<file path="config.mk">
export PLATFORM = sky130hd
export DESIGN_NAME = addsub_serial
export DESIGN_NICKNAME = d
export VERILOG_FILES = /design/src/rtl/addsub_pkg.sv /design/src/rtl/addsub_digit.sv /design/src/rtl/addsub_serial.sv
export SDC_FILE = /design/constraint.sdc
export NUM_CORES = 1
export LEC_CHECK = 0
export ABC_AREA = 1
export CORE_ASPECT_RATIO = 0.7
export CORE_MARGIN = 1.5
export CORE_UTILIZATION = 40
export DETAILED_ROUTE_END_ITERATION = 16
export PLACE_DENSITY_LB_ADDON = 0.12
export RECOVER_POWER = 100
export SYNTH_ARGS = -nofsm -noshare
export SYNTH_HDL_FRONTEND = slang
export SYNTH_SLANG_ARGS = --single-unit
</file>
<file path="constraint.sdc">
create_clock -name clk -period 3.15 [get_ports clk]
set_clock_uncertainty 0.15 [all_clocks]
set_input_delay 0.63 -clock clk [delete_from_list [all_inputs] [get_ports clk]]
set_output_delay 0.63 -clock clk [all_outputs]
set_load 0.1 [all_outputs]
</file>
<file path="src/rtl/addsub_pkg.sv">
// rtl/addsub_pkg.sv - operation and state encodings for the digit-serial add/sub unit
package addsub_pkg;

    typedef enum logic [1:0] {
        OP_ADD  = 2'd0,
        OP_SUB  = 2'd1,
        OP_RSUB = 2'd2,
        OP_ADC  = 2'd3
    } op_t;

    typedef enum logic [1:0] {
        ST_IDLE = 2'd0,
        ST_RUN  = 2'd1,
        ST_DONE = 2'd2
    } state_t;

endpackage

</file>
<file path="src/rtl/addsub_digit.sv">
// rtl/addsub_digit.sv - combinational DIGIT-bit adder slice with carry into its top bit
module addsub_digit #(
    parameter int DIGIT = 2
) (
    input  logic [DIGIT-1:0] x,
    input  logic [DIGIT-1:0] y,
    input  logic             cin,
    output logic [DIGIT-1:0] sum,
    output logic             cout,
    output logic             c_msb
);

    logic [DIGIT:0] full;

    assign full  = {1'b0, x} + {1'b0, y} + {{DIGIT{1'b0}}, cin};
    assign sum   = full[DIGIT-1:0];
    assign cout  = full[DIGIT];
    // The top sum bit is x^y^carry-in, so the carry into it falls out of that relation.
    assign c_msb = x[DIGIT-1] ^ y[DIGIT-1] ^ sum[DIGIT-1];

endmodule

</file>
<file path="src/rtl/addsub_serial.sv">
// rtl/addsub_serial.sv - digit-serial add/sub/rsub/adc unit; ADDSUB_SATURATE_EN clamps o on overflow
module addsub_serial
    import addsub_pkg::*;
#(
    parameter int WIDTH = 8,
    parameter int DIGIT = 2
) (
    input  logic             clk,
    input  logic             rst_n,
    input  logic             start,
    input  logic [1:0]       select,
    input  logic [WIDTH-1:0] a,
    input  logic [WIDTH-1:0] b,
    output logic             busy,
    output logic             done,
    output logic [WIDTH-1:0] o,
    output logic             carry,
    output logic             overflow,
    output logic             zero
);

    localparam int N  = WIDTH / DIGIT;
    localparam int CW = (N > 1) ? $clog2(N) : 1;

    state_t                  state, state_nxt;
    logic [CW-1:0]           cnt;
    logic [WIDTH-1:0]        x_sr, y_sr, res_sr;
    logic                    cy;
    logic                    accept, last;
    logic [WIDTH-1:0]        op_x, op_y;
    logic                    op_cin;
    logic [DIGIT-1:0]        d_sum;
    logic                    d_cout, d_cmsb;
    logic [WIDTH+DIGIT-1:0]  res_cat;
    logic [WIDTH-1:0]        res_nxt, o_fin;
    logic                    ovf;

    assign accept = start && (state != ST_RUN);
    assign last   = (cnt == CW'(N - 1));
    assign busy   = (state == ST_RUN);
    assign done   = (state == ST_DONE);

    always_ff @(posedge clk or negedge rst_n) begin
        if (!rst_n) begin
            state <= ST_IDLE;
        end else begin
            state <= state_nxt;
        end
    end

    always_comb begin
        state_nxt = state;
        case (state)
            ST_IDLE: if (start) state_nxt = ST_RUN;
            ST_RUN:  if (last)  state_nxt = ST_DONE;
            ST_DONE: state_nxt = start ? ST_RUN : ST_IDLE;
            default: state_nxt = ST_IDLE;
        endcase
    end

    // Subtraction is folded into the operands so the slice adder only ever adds.
    always_comb begin
        op_x   = a;
        op_y   = b;
        op_cin = 1'b0;
        case (select)
            OP_SUB: begin
                op_y   = ~b;
                op_cin = 1'b1;
            end
            OP_RSUB: begin
                op_x   = b;
                op_y   = ~a;
                op_cin = 1'b1;
            end
            OP_ADC:  op_cin = carry;
            default: ;
        endcase
    end

    addsub_digit #(.DIGIT(DIGIT)) u_digit (
        .x     (x_sr[DIGIT-1:0]),
        .y     (y_sr[DIGIT-1:0]),
        .cin   (cy),
        .sum   (d_sum),
        .cout  (d_cout),
        .c_msb (d_cmsb)
    );

    assign res_cat = {d_sum, res_sr};
    assign res_nxt = res_cat[WIDTH+DIGIT-1:DIGIT];
    assign ovf     = d_cmsb ^ d_cout;

`ifdef ADDSUB_SATURATE_EN
    always_comb begin
        o_fin = res_nxt;
        if (ovf) begin
            o_fin = res_nxt[WIDTH-1] ? {1'b0, {(WIDTH-1){1'b1}}} : {1'b1, {(WIDTH-1){1'b0}}};
        end
    end
`else
    assign o_fin = res_nxt;
`endif

    always_ff @(posedge clk or negedge rst_n) begin
        if (!rst_n) begin
            cnt      <= '0;
            x_sr     <= '0;
            y_sr     <= '0;
            res_sr   <= '0;
            cy       <= 1'b0;
            o        <= '0;
            carry    <= 1'b0;
            overflow <= 1'b0;
            zero     <= 1'b0;
        end else if (accept) begin
            cnt    <= '0;
            x_sr   <= op_x;
            y_sr   <= op_y;
            res_sr <= '0;
            cy     <= op_cin;
        end else if (state == ST_RUN) begin
            cnt    <= cnt + 1'b1;
            x_sr   <= x_sr >> DIGIT;
            y_sr   <= y_sr >> DIGIT;
            res_sr <= res_nxt;
            cy     <= d_cout;
            if (last) begin
                o        <= o_fin;
                carry    <= d_cout;
                overflow <= ovf;
                zero     <= (o_fin == '0);
            end
        end
    end

endmodule

</file>
Word level (Yosys, flattened, before mapping)
Index checks and enable logic that the tools add are counted.
- word-level logic and storage cells: 52
- output and inout bits: 13
- input bits: 21
- flip-flop bits (word level): 40
- reduce and logical (&&, ||, !) cells: 7
- bitwise gates (word level): 6
- equal/unequal tests: 9
- mux-type cells: 17
- $add $sub $neg: 3
- operators by type and width (cell ; count):
    2-to-1 mux 8 bit ; 7
    NOT 8 bit ; 2
    case mux 8 bit (2 select lines) ; 1
    equality test 2 bit (second input constant) ; 4
    logical NOT 8 bit ; 1
    2-to-1 mux 2 bit ; 4
    case mux 2 bit (3 select lines) ; 1
    equality test 2 x 1 -> 1 bit (second input constant) ; 2
    inequality test 2 x 1 -> 1 bit (second input constant) ; 2
    adder 2 x 2 -> 3 bit ; 1
    adder 3 x 1 -> 3 bit ; 1
    2-to-1 mux 1 bit ; 3
    AND reduction 3 bit ; 1
    bitwise XOR 1 bit ; 3
    adder 2 x 1 -> 2 bit (second input constant) ; 1
    logical NOT 2 bit ; 1
    inequality test 2 bit (second input constant) ; 1
    case mux 1 bit (2 select lines) ; 1
    AND reduction 2 bit ; 1
    nonzero test 2 bit ; 1
    OR reduction 2 bit ; 1
    logical AND 1 bit ; 1
    NOT 1 bit ; 1

Longest topological paths before layout
- depth in word-level cells: 4
- mapped depth: 9
- depth with buffers taken out: 9

Cells and area by module
From an unflattened synthesis, not the netlist that was laid out.
- cells, all modules: 271
- area, all modules: 2135.8 um^2
- modules (own cells, without submodules) (module ; instances ; sequential area each (um^2) ; cells each ; area an instance (um^2)):
    addsub_serial ; 1 ; 950.9 ; 256 ; 2033.2
    addsub_digit ; 1 ; 0.0 ; 15 ; 102.6

Least setup slack after synthesis
No wires, ideal clock.
- path kind: register -> output
- from: register state[1]
- to: output port done
- arrival time: 1.700 ns
- path buffers: 0
- stages on the path, launching flop included: 3
- data required time: 2.370 ns
- slack: 0.670 ns
- cell sequence: dfrtp_1 inv_2 nor2_1
- word-level cells in the longest chain between the ends: 1
- RTL lines (item ; line ; source):
    start, declared ; addsub_serial.sv:25 ; state_t state, state_nxt;
    start signal, assigned ; addsub_serial.sv:47 ; state <= state_nxt;
    equality test 2 bit ; addsub_serial.sv:41 ; assign done = (state == ST_DONE);
    end, declared ; addsub_serial.sv:15 ; output logic done,
No other way between the ends.

Worst setup path after layout
- from: register state[0]
- to: output port busy
- word-level cells in the longest chain between the ends: 1
- RTL lines (item ; line ; source):
    equality test 2 x 1 -> 1 bit ; addsub_serial.sv:40 ; assign busy = (state == ST_RUN);
    end, declared ; addsub_serial.sv:14 ; output logic busy,
No other way between the ends.

==> summary.txt <==
Cells and area
  • Diodes inserted: 0
  • P&R area growth vs syn: 13.79%
  • Share of cells above drive strength 1: 4.502%
  • Final net count: 341
  • Commonest non-fill, non-tap cell in the layout: nand2_1
  • Most frequent cells in the layout: nand2_1, inv_1, dfrtp_1
  • Fillcell total: 547

Floorplan
  • Chip height: 64.21 µm
  • Die area: 0.005807 mm²
  • I/O pin count: 34
  • Die width: 90.44 µm
  • Core Area: 0.005202 mm²
  • Site Rows: 22
  • Initial Util: 41.15%

STA
  • Post-layout min period: 2530 ps
  • Total negative slack: 0 ps
  • Final Hold Viols: 0
  • Max Clk Rate: 395.2 MHz
  • Slew @ Worst Pin: 2056 ps
  • Pins Over Slew Limit: 39
  • RSZ-0062 raised after global routing: false
  • Setup ws final: 619.9 ps
  • Hold Slack: 327.2 ps
  • Final period utilization: 80.32%
  • Final Setup Violations: 0
  • Relative slew margins: -37.08%

Critical path
  • Critical path fanouts, max: 4
  • Required time of the worst setup path: 2370 ps
  • Arrival time worst endpoint: 1750 ps
  • Critical path class: flip-flop to output pin
  • Reg2reg start: state[1]$_DFFE_PN0P_
  • Crit path launch type: flip-flop
  • Reg2Reg Capture Point: cy$_DFFE_PN0P_
  • R2r setup slk: 1020 ps
  • R2r worst-path depth: 6
  • Critical path endpoint category: output pin

Yosys
  • Syn_area_per_cell: 7.619 µm²
  • Syn nets: 310
  • Post-synthesis cell area: 0.002141 mm²
  • Mapped Cells: 281
  • Register area share after synthesis: 44.42%
  • Synth cell types: 19
  • Synthesized flop and latch total: 38
  • Warnings from Yosys: 0

Place
  • Global placement routability congestion: 0.7819
  • Post-Place Worst Slack: 658.2 ps
  • Input/output buffers: 33
  • Post-DP HPWL: 3307 µm

Clock tree
  • Worst-Skew Late Latency: 280 ps
  • CTS resizes: 0
  • Hold Buf Count CTS: 0
  • H-tree Lvls: 2
  • Clock Tree Buf Depth: 2
  • Num Clock Sinks: 38
  • Clk root buf: clkbuf_8
  • TritonCTS buffer count: 5
  • CTS tree: built
  • Reg clk slew, reported paths: 70 ps
  • # Post-CTS Setup Buffers: 0

Hold path
  • Hold depth: 2
  • Hold Crit Class: flip-flop to flip-flop
  • Hold_sp: x_sr[6]$_DFFE_PN0P_
  • Hold worst-path end: x_sr[6]$_DFFE_PN0P_

Outcome
  • Status: complete, but fails checks
  • Failing checks: capacitance limit, slew limit

GRT
  • GRT Overall Usage: 16.50%
  • First-pass GRT wire length: 7645 µm
  • Vias in the first global route: 1,655
  • Largest net degree at the start of global routing: 39
  • Initial antenna violation count: 0
  • Total grt overflow: 0

Detailed routing
  • DRC Markers: 0
  • Final ANT Viol Nets: 0
  • Final wirelength: 4384 µm
  • Post-DR vias/cell: 4.525
  • DR WL/cell: 11.45 µm
  • Drt pass-1 iters: 5
  • Drt initial violations: 96
  • Vias: 1,733

Pwr
  • Pwr/cell area: 1019 mW/mm²
  • Max VDD drop: 495.7 µV
  • Leak pwr: 1.291 nW

Run
  • Max-Cap Viols: 1
-- stage by stage --
stage	area (µm²)	util, %	instances	power (W)
6_report	2436	46.83	383	0.002482
5_1_grt	2436	46.83	383	0.002699
4_1_cts	2531	48.65	383	0.002632
3_5_place_dp	2449	47.07	377	0.002306
3_3_place_gp	2449	47.07	377	0.002293
2_1_floorplan	2141	-	281	0.002019
-- logic make-up after synthesis --
family | Yosys count | share of synthesized area [%]
adder cells (fa/ha/maj) | 8 | 5.377
AO/OA/AOI/OAI | 32 | 9.468
flip-flops | 38 | 44.42
AND/OR/NAND/NOR | 147 | 28.81
buffers and inverters | 56 | 11.92
-- metal layers --
layer / GRT usage (%) / vias up / routed length [µm]
li1: - / 914 / -
met3: 3.810 / 2 / 155
met5: 0 / - / 0
met2: 24.24 / 26 / 1743
met4: 2.381 / 0 / 7
met1: 24.96 / 791 / 2477
-- sequential cells by signal (all words and copies together), names as in the netlist --
signal	flops
zero	1
state	2
x_sr	8
cnt	2
cy	1
y_sr	8
res_sr	6
o	8
carry	1
overflow	1
-- layout make-up --
| cell class | instances | area (µm²) | share of cell area (%) |
|---|---|---|---|
| multi-input combinational | 187 | 889.6 | 36.52 |
| inverter | 46 | 172.7 | 7.088 |
| tap | 72 | 90.09 | 3.698 |
| timing repair buffer | 34 | 250.2 | 10.27 |
| clock buffer | 6 | 82.58 | 3.390 |
| sequential | 38 | 950.9 | 39.03 |
-- cells in the mapped netlist --
master,number,share of area [%]
ha_1,6,3.5
dfrtp_1,38,44
o22ai_1,7,2.0
clkbuf_1,1,0.18
o21ai_0,8,1.9
fa_1,2,1.9
nand3_1,20,4.7
nand2_2,1,0.29
nand2_4,3,1.6
o21ai_2,9,3.7
buf_2,3,0.70
nand2_1,105,18
nor2_1,16,2.8
a21oi_1,8,1.9
nor2_4,2,1.1
inv_2,4,0.70
inv_1,42,7.4
buf_6,5,2.6
buf_4,1,0.35
-- power breakdown --
group          switching (W)  internal [W]  leakage [nW]
clock network       0.000152      0.000169        0.0431
logic                0.00103      0.000338         0.764
registers          0.0000979      0.000693         0.484
total                0.00128       0.00120          1.29
-- worst max-delay path by stage --
stage,start,end,slack [ps],cells after the start
6_report,state[0]$_DFFE_PN0P_,busy,620,3
2_1_floorplan,state[1]$_DFFE_PN0P_,done,670,2
3_3_place_gp,select[0],x_sr[2]$_DFFE_PN0P_,730,6
5_1_grt,rst_n,o[6]$_DFFE_PN0P_,420,1
4_1_cts,select[0],x_sr[2]$_DFFE_PN0P_,960,6
3_5_place_dp,select[0],x_sr[2]$_DFFE_PN0P_,660,6
-- worst max-delay path, stage by stage (launching register included) --
cell and delay (ps):
dfrtp_1 390, inv_1 90, nor2_4 120, clkbuf_1 880
(Power assumes the default switching activity.)
